## config.mk

```make
export PLATFORM = sky130hd
export DESIGN_NAME = button_debounce
export DESIGN_NICKNAME = d
export VERILOG_FILES = /design/src/rtl/board_pkg.sv /design/src/rtl/sync_2ff.sv /design/src/rtl/button_debounce.sv
export SDC_FILE = /design/constraint.sdc
export NUM_CORES = 1
export LEC_CHECK = 0
export ABC_CLOCK_PERIOD_IN_PS = 2600
export BUFFER_PORTS_ARGS = -buffer_cell sky130_fd_sc_hd__buf_2
export CAP_MARGIN = 20
export CELL_PAD_IN_SITES_DETAIL_PLACEMENT = 2
export CELL_PAD_IN_SITES_GLOBAL_PLACEMENT = 2
export CORE_MARGIN = 1.5
export CORE_UTILIZATION = 41
export DETAILED_ROUTE_END_ITERATION = 6
export PLACE_DENSITY = 0.81
export SLEW_MARGIN = 25
export SYNTH_ARGS = -nofsm -noshare
export SYNTH_HDL_FRONTEND = slang
export SYNTH_SLANG_ARGS = --single-unit
```

## constraint.sdc

```tcl
create_clock -name clk_i -period 2.6 [get_ports clk_i]
set_input_delay 0.26 -clock clk_i [delete_from_list [all_inputs] [get_ports clk_i]]
set_output_delay 0.26 -clock clk_i [all_outputs]
set_load 0.02 [all_outputs]
```

## src/rtl/board_pkg.sv

```systemverilog
// Shared board-level types and default timing for the push-button front end.
package board_pkg;

  typedef enum logic [1:0] {
    RELEASED    = 2'd0,
    PRESS_CHK   = 2'd1,
    PRESSED     = 2'd2,
    RELEASE_CHK = 2'd3
  } deb_state_e;

  // Defaults assume a 50 MHz clock: 5 ms debounce, 250 ms long press.
  localparam int unsigned DEBOUNCE_CYCLES_DEF = 250_000;
  localparam int unsigned LONG_CYCLES_DEF     = 12_500_000;

endpackage

```

## src/rtl/sync_2ff.sv

```systemverilog
// Two-flop synchronizer for a single asynchronous bit with a selectable reset value.
module sync_2ff #(
  parameter logic RST_VAL = 1'b0
) (
  input  logic clk_i,
  input  logic rst_ni,
  input  logic d_i,
  output logic q_o
);

  logic meta_q;

  always_ff @(posedge clk_i or negedge rst_ni) begin
    if (!rst_ni) begin
      meta_q <= RST_VAL;
      q_o    <= RST_VAL;
    end else begin
      meta_q <= d_i;
      q_o    <= meta_q;
    end
  end

endmodule

```

## src/rtl/button_debounce.sv

```systemverilog
// Debounces an active-low push button; emits level plus press, release and long-press pulses.
module button_debounce
  import board_pkg::*;
#(
  parameter int unsigned DEBOUNCE_CYCLES = DEBOUNCE_CYCLES_DEF,
  parameter int unsigned LONG_CYCLES     = LONG_CYCLES_DEF
) (
  input  logic clk_i,
  input  logic rst_ni,
  input  logic btn_ni,
  output logic level_o,
  output logic press_o,
  output logic release_o,
  output logic long_o
);

  localparam int DEB_W  = $clog2(DEBOUNCE_CYCLES);
  localparam int LONG_W = $clog2(LONG_CYCLES);
  localparam logic [DEB_W-1:0]  DEB_LAST  = DEB_W'(DEBOUNCE_CYCLES - 1);
  localparam logic [LONG_W-1:0] LONG_LAST = LONG_W'(LONG_CYCLES - 1);

  if (DEBOUNCE_CYCLES < 2 || LONG_CYCLES <= DEBOUNCE_CYCLES) begin : g_param_err
    $error("button_debounce: need DEBOUNCE_CYCLES>=2 and LONG_CYCLES>DEBOUNCE_CYCLES");
  end

  logic btn_sync, btn_s;

  // Flops reset to the released (high) level so no phantom press follows reset.
  sync_2ff #(.RST_VAL(1'b1)) u_sync (
    .clk_i  (clk_i),
    .rst_ni (rst_ni),
    .d_i    (btn_ni),
    .q_o    (btn_sync)
  );

  assign btn_s = ~btn_sync;

  deb_state_e        state_q, state_d;
  logic [DEB_W-1:0]  deb_cnt_q, deb_cnt_d;
  logic [LONG_W-1:0] long_cnt_q, long_cnt_d;
  logic              long_done_q, long_done_d;
  logic              level_d, press_d, release_d, long_d;

  always_ff @(posedge clk_i or negedge rst_ni) begin
    if (!rst_ni) begin
      state_q     <= RELEASED;
      deb_cnt_q   <= '0;
      long_cnt_q  <= '0;
      long_done_q <= 1'b0;
      level_o     <= 1'b0;
      press_o     <= 1'b0;
      release_o   <= 1'b0;
      long_o      <= 1'b0;
    end else begin
      state_q     <= state_d;
      deb_cnt_q   <= deb_cnt_d;
      long_cnt_q  <= long_cnt_d;
      long_done_q <= long_done_d;
      level_o     <= level_d;
      press_o     <= press_d;
      release_o   <= release_d;
      long_o      <= long_d;
    end
  end

  always_comb begin
    state_d     = state_q;
    deb_cnt_d   = deb_cnt_q;
    long_cnt_d  = long_cnt_q;
    long_done_d = long_done_q;
    level_d     = level_o;
    press_d     = 1'b0;
    release_d   = 1'b0;
    long_d      = 1'b0;

    // Hold timer runs through release bounces; it saturates so it fires once.
    if (state_q == PRESSED || state_q == RELEASE_CHK) begin
      if (long_cnt_q == LONG_LAST) begin
        if (!long_done_q) begin
          long_d      = 1'b1;
          long_done_d = 1'b1;
        end
      end else begin
        long_cnt_d = long_cnt_q + 1'b1;
      end
    end

    case (state_q)
      RELEASED: begin
        if (btn_s) begin
          state_d   = PRESS_CHK;
          deb_cnt_d = DEB_W'(1);
        end else begin
          deb_cnt_d = '0;
        end
      end
      PRESS_CHK: begin
        if (!btn_s) begin
          state_d   = RELEASED;
          deb_cnt_d = '0;
        end else if (deb_cnt_q == DEB_LAST) begin
          state_d     = PRESSED;
          deb_cnt_d   = '0;
          level_d     = 1'b1;
          press_d     = 1'b1;
          long_cnt_d  = '0;
          long_done_d = 1'b0;
        end else begin
          deb_cnt_d = deb_cnt_q + 1'b1;
        end
      end
      PRESSED: begin
        if (!btn_s) begin
          state_d   = RELEASE_CHK;
          deb_cnt_d = DEB_W'(1);
        end
      end
      RELEASE_CHK: begin
        if (btn_s) begin
          state_d   = PRESSED;
          deb_cnt_d = '0;
        end else if (deb_cnt_q == DEB_LAST) begin
          // A long pulse due on this same edge is still emitted above.
          state_d     = RELEASED;
          deb_cnt_d   = '0;
          level_d     = 1'b0;
          release_d   = 1'b1;
          long_cnt_d  = '0;
          long_done_d = 1'b0;
        end else begin
          deb_cnt_d = deb_cnt_q + 1'b1;
        end
      end
      default: state_d = RELEASED;
    endcase
  end

endmodule

```

## Word-level counts from Yosys, hierarchy flattened

Index checks and enable logic that the tools add are counted.

- $add $sub $neg: 2
- Equality and inequality tests: 13
- Muxes and demuxes: 38
- Reduce and logical (&&, ||, !) cells: 5

Operator list:

| cell | count |
|---|---|
| 2-to-1 mux 24 bit | 5 |
| 2-to-1 mux 18 bit | 4 |
| case mux 18 bit (4 select lines) | 1 |
| case mux 24 bit (2 select lines) | 1 |
| adder 24 x 1 -> 24 bit (second input constant) | 1 |
| == test 24 bit (second input constant) | 1 |
| adder 18 x 1 -> 18 bit (second input constant) | 1 |
| == test 18 bit (second input constant) | 1 |
| 2-to-1 mux 1 bit | 18 |
| 2-to-1 mux 2 bit | 6 |
| case mux 2 bit (4 select lines) | 1 |
| != test 2 x 1 -> 1 bit (second input constant) | 3 |
| != test 2 bit (second input constant) | 3 |
| AND reduction 5 bit | 1 |
| == test 2 bit (second input constant) | 2 |
| case mux 1 bit (2 select lines) | 2 |
| AND reduction 4 bit | 1 |
| != test 3 x 2 -> 1 bit (second input constant) | 1 |
| != test 3 bit (second input constant) | 1 |
| == test 2 x 1 -> 1 bit (second input constant) | 1 |
| logical NOT 2 bit | 1 |
| nonzero test 2 bit | 1 |
| logical OR 1 bit | 1 |

- Register bits: 51
- Input bits: 3
- Output and inout bits: 4
- Word-level logic and storage cells: 68

## Logic depth before layout (Yosys ltp)

- Depth in word-level cells: 6
- Depth in mapped cells: 7
- Mapped depth without buffers: 5

## Hierarchy

Synthesis repeated with hierarchy kept, for this count alone.

- Cell total of the unflattened synthesis: 259
- Area total of the unflattened synthesis: 2558.7 um^2

By module, submodules not included:

| module | times used | cells each | area an instance (um^2) | seq. area each (um^2) |
|---|---|---|---|---|
| button_debounce | 1 | 257 | 2506.2 | 1226.2 |
| sync_2ff | 1 | 2 | 52.6 | 52.6 |

## Worst setup path after synthesis

OpenSTA, ideal clock, no wires.

- Path kind: reg-to-reg
- Start point: reg u_sync.q_o
- End point: reg deb_cnt_q[15]
- Setup time: 87 ps
- Arrival: 1750 ps
- Data required time: 2513 ps
- Path slack: 763 ps
- Cell stages (with the launch flop): 7
- Path buffers: 2
- Clock period less this slack: 1837 ps
- Path through: dfstp_2 buf_2 or3b_1 buf_2 nand3_1 or4_1 a22oi_1

- Longest elaborated chain between the ends: 2
- Elaborated cells between the ends (all ways): 4
- Those cells by class: eq/ne: 1; mux: 3

Ends and longest elaborated chain:

| what | RTL line | source |
|---|---|---|
| from (decl) | sync_2ff.sv:8 | `output logic q_o` |
| from (signal assigned) | sync_2ff.sv:19 | `q_o <= meta_q;` |
| 2-to-1 mux 18 bit (on tied branches) | button_debounce.sv:119, button_debounce.sv:98 |  |
| case mux 18 bit (4 select lines) | button_debounce.sv:88 | `case (state_q)` |
| to (signal assigned) | button_debounce.sv:56 | `deb_cnt_q <= deb_cnt_d;` |
| to (decl) | button_debounce.sv:39 | `logic [DEB_W-1:0] deb_cnt_q, deb_cnt_d;` |

Several ways; a longest one is shown, not always the timed one.
A chain may end at the register's enable or synchronous reset.

## Worst setup path in the final report

- Start point: reg long_cnt_q[0]
- End point: reg long_cnt_q[2]

- Longest elaborated chain between the ends: 6
- Elaborated cells between the ends (all ways): 8
- Those cells by class: add/sub: 1; eq/ne: 1; mux: 6

Ends and longest elaborated chain:

| what | RTL line | source |
|---|---|---|
| from (decl) | button_debounce.sv:40 | `logic [LONG_W-1:0] long_cnt_q, long_cnt_d;` |
| from (signal assigned) | button_debounce.sv:57 | `long_cnt_q <= long_cnt_d;` |
| adder 24 x 1 -> 24 bit / == test 24 bit (equally long branches) | button_debounce.sv:84, button_debounce.sv:78 |  |
| 2-to-1 mux 24 bit * | button_debounce.sv:78 | `if (long_cnt_q == LONG_LAST) begin` |
| 2-to-1 mux 24 bit * | button_debounce.sv:77 | `if (state_q == PRESSED \|\| state_q == RELEASE_CHK) begin` |
| 2-to-1 mux 24 bit | button_debounce.sv:101, button_debounce.sv:122 |  |
| 2-to-1 mux 24 bit (on tied branches) | button_debounce.sv:119, button_debounce.sv:98 |  |
| case mux 24 bit (2 select lines) * | button_debounce.sv:88 |  |
| via long_cnt_d[2] | button_debounce.sv:40 |  |

Mark *: on every way through the listed nets, which the timed path passes. The rest lies on a longest branch.

==> results.md <==
- Complex-gate fraction of the synthesized area: approximately 17%
- Clock Skews: about 0.011 ns
- Die W: 84.12 um
- Static leakage: 1.178 nW
- Req. time, crit path: 2.83 ns
- Global-route wire length before repair: around 12 mm
- Post-CTS Setup Bufs: 0
- Mux cell area share after synthesis: between 2 and 3%
- WS Path Type: reg2reg
- HPWL Detailed: 4.757 mm
- Ant. Diodes: 0
- Worst-margin pin slew: a little under 0.7 ns
- Layout cells sized above 1: 11.43%
- Worst Path Arrival: 2.26 ns
- Netlist cell types: 45
- Vias post-DR: between 2k and 2.5k
- Initial Util: between 40% and 50%
- Nets: approximately 280
- Cell Rows: 29
- Die Ht: 84.12 um
- Register share of total power: a little over half
- CTS Buffer Depth: 2
- Net Sw Frac: between 20% and 30%
- DR pass1 iterations: 4
- Status: completed
- Resize count post-CTS: 0
- Worst-path clk slew: approximately 0.1 ns
- Asr flop ratio synth: between 90% and 100%
- Hold-fix buffers, CTS: 0
- Synthesized cell area: roughly 2700 um2
- Peak supply drop: ~0.22 mV
- Power Internal: 1.191 mW
- Crit path from: long_cnt_q[0]
- Critical Path Fanout Max: 6
- Synth warn: 0
- RSZ-0062 raised after global routing: no
- Worst Hold Class: in2async
- Core region area: between 6000 and 7000 um2
- Clk network pwr share: between 40% and 50%
- CTS tree: built
- Clk sinks: 51
- H-tree depth: 2
- # Max-Cap Violations: 0
- GRT Total Usage: between 20% and 30%
- Final worst path period share: 78.08%
- Worst-Skew Late Latency: ~0.31 ns
- Slew Viols, Final: 0
- TNS Setup: 0 ns
- Largest net degree at the start of global routing: 52
- PD cells: between 500 and 600 nW/um2
- CTS root buffer: clkbuf_8
- Fmax achieved: about 490 MHz
- IO Count: 7
- Die area: approximately 7000 um2
- GPL Wtd Cong: about 0.72
- Synthesized area per cell: approximately 10 um2
- Simple-Gate Fraction of Synth Area: 23.98%
- Main combinational cell family by area after synthesis: simple AND/OR/NAND/NOR gates
- Vias in the first global route: 2346
- Reg2Reg Launch Point: long_cnt_q[0]
- Hold Vio Cnt, Final: 0
- CTS Buf Count: 5
- Layout Area Growth over Synthesis: 9.694%
- DRC viols: 0
- Post-Syn Nets: between 200 and 300
- XOR/XNOR share of the synthesized area: about 4.2%
- Primary FF master, synth: dfrtp_1
- Mapped Cells: 270
- Antenna viol nets, final: 0
- Register bit total from synthesis: 51
- GRT overflow: 0
- Via/cell ratio: a little over 6
- Initial antenna violation count: 0
- Drt wl/cell: 19.85 um
- Port bufs: 6
- Power share of the combinational group: under 10%
- Iter 0 DRT Violations: between 90 and 100
- Crit path capture type: flip-flop
- Post-synth EDFFs: 0
- Relative slew slack: a little under three fifths
- WL final: about 7 mm
- Psw: between 0.3 and 0.4 mW
- Min cycle time layout: between 2 and 2.5 ns
- Register area share after synthesis: 47.40%
- Final Setup Violations: 0
- WHS: 0.04756 ns
- Startpoint Class: flip-flop
- Post-synthesis adder-cell area fraction: less than 1%
[cells in the mapped netlist, types with 2 or more instances]
| library cell | n | share of area, % |
|---|---|---|
| a211oi_1 | 4 | 1.1 |
| a21oi_1 | 25 | 4.6 |
| a22oi_1 | 7 | 1.9 |
| and2_1 | 2 | 0.46 |
| and3_1 | 6 | 1.4 |
| and4_1 | 5 | 1.6 |
| buf_2 | 4 | 0.74 |
| clkbuf_1 | 5 | 0.70 |
| dfrtp_1 | 49 | 45 |
| dfstp_2 | 2 | 1.9 |
| ha_1 | 2 | 0.93 |
| inv_1 | 8 | 1.1 |
| mux2i_1 | 8 | 3.0 |
| nand2_1 | 13 | 1.8 |
| nand3_1 | 13 | 2.4 |
| nand4_1 | 16 | 3.7 |
| nor2_1 | 5 | 0.70 |
| nor3_1 | 2 | 0.37 |
| nor3b_1 | 3 | 0.83 |
| nor4_1 | 2 | 0.46 |
| o21ai_0 | 18 | 3.3 |
| o21bai_1 | 6 | 1.7 |
| o31ai_1 | 12 | 3.3 |
| or2_2 | 2 | 0.46 |
| or3_1 | 10 | 2.3 |
| or4_1 | 11 | 3.1 |
| xor2_1 | 12 | 3.9 |
[power by group through the flow]
| stage | combinational [mW] | clock [mW] | sequential, mW |
|---|---|---|---|
| finish | 0.0336 | 0.660 | 0.806 |
| global route | 0.0393 | 0.709 | 0.807 |
| CTS | 0.0352 | 0.679 | 0.806 |
| detailed placement | 0.0350 | 0 | 0.821 |
| global placement | 0.0346 | 0 | 0.820 |
| floorplan | 0.0136 | 0 | 0.817 |
[path summary, 6_finish.rpt]
| check | end | slack, ns | cells past startpoint |
|---|---|---|---|
| max in group asynchronous | long_cnt_q[4] | 2.08 | 2 |
| max reg2reg | long_cnt_q[2] | 0.57 | 6 |
| max | long_cnt_q[2] | 0.57 | 6 |
| min reg2reg | u_sync.q_o | 0.38 | 0 |
| min | long_cnt_q[19] | 0.05 | 2 |
| min in group clk_i | u_sync.meta_q | 0.05 | 1 |
[worst max-delay path, cell delays in order, from the launching register on]
cell and delay, ns:
dfrtp_1 0.45, ha_1 0.27, and4_1 0.28, nor3b_1 0.17
buf_4 0.16, a211oi_1 0.36, mux2i_1 0.26
[through the flow]
stage	total power, mW	std cells	setup slack, ns	utilization [%]	instance area (um2)
global placement	0.8551	349	0.7218	44.45	2823
floorplan	0.8305	270	0.7633	-	2698
finish	1.500	357	0.5698	46.60	2959
CTS	1.520	357	0.5618	46.60	2959
global route	1.555	357	0.4346	46.60	2959
detailed placement	0.8559	349	0.6043	44.45	2823
[sequential cells by signal (all words and copies together), names as in the netlist, named ones only]
name / cells
u_sync.q_o: 1
release_o: 1
press_o: 1
long_cnt_q: 24
long_o: 1
u_sync.meta_q: 1
deb_cnt_q: 18
long_done_q: 1
state_q: 1
level_o: 1
[layer usage]
metal | up-vias | track usage (%) | share of wire [%]
met3 | 4 | 3.264 | 1.3
met1 | 1134 | 30.33 | 48
met5 | - | 0 | 0
met4 | 0 | 4.471 | 0.82
met2 | 15 | 35.20 | 50
li1 | 1055 | - | -
[layout make-up]
cell class	instances	area (um2)
multi-input cells	200	1335
repair buffers	13	82.58
flip-flops and latches	51	1279
clock inverters	3	67.56
fillers	674	3391
inverters	8	30.03
clock buffers	5	68.82
well taps	77	96.34
[logic make-up after synthesis]
kind of cell	Yosys count
AO/OA/AOI/OAI	76
XOR/XNOR	13
adder cells (fa/ha/maj)	2
buffers and inverters	19
flip-flops	51
multiplexers	8
AND/OR/NAND/NOR	101
[cells in the final DEF (no fill, tap or decap), types with 6 or more instances in the layout]
cell and n:
buf_4 7, and3_1 6, xor2_1 12, buf_2 6, dfrtp_1 49, a21oi_1 25, o21bai_1 6, nand2_1 13
nand4_1 16, inv_1 8, or4_1 11, or3_1 10, nand3_1 13, o21ai_0 18, mux2i_1 8, a22oi_1 7
o31ai_1 12
Note: power is estimated with default switching activity, not from simulation.
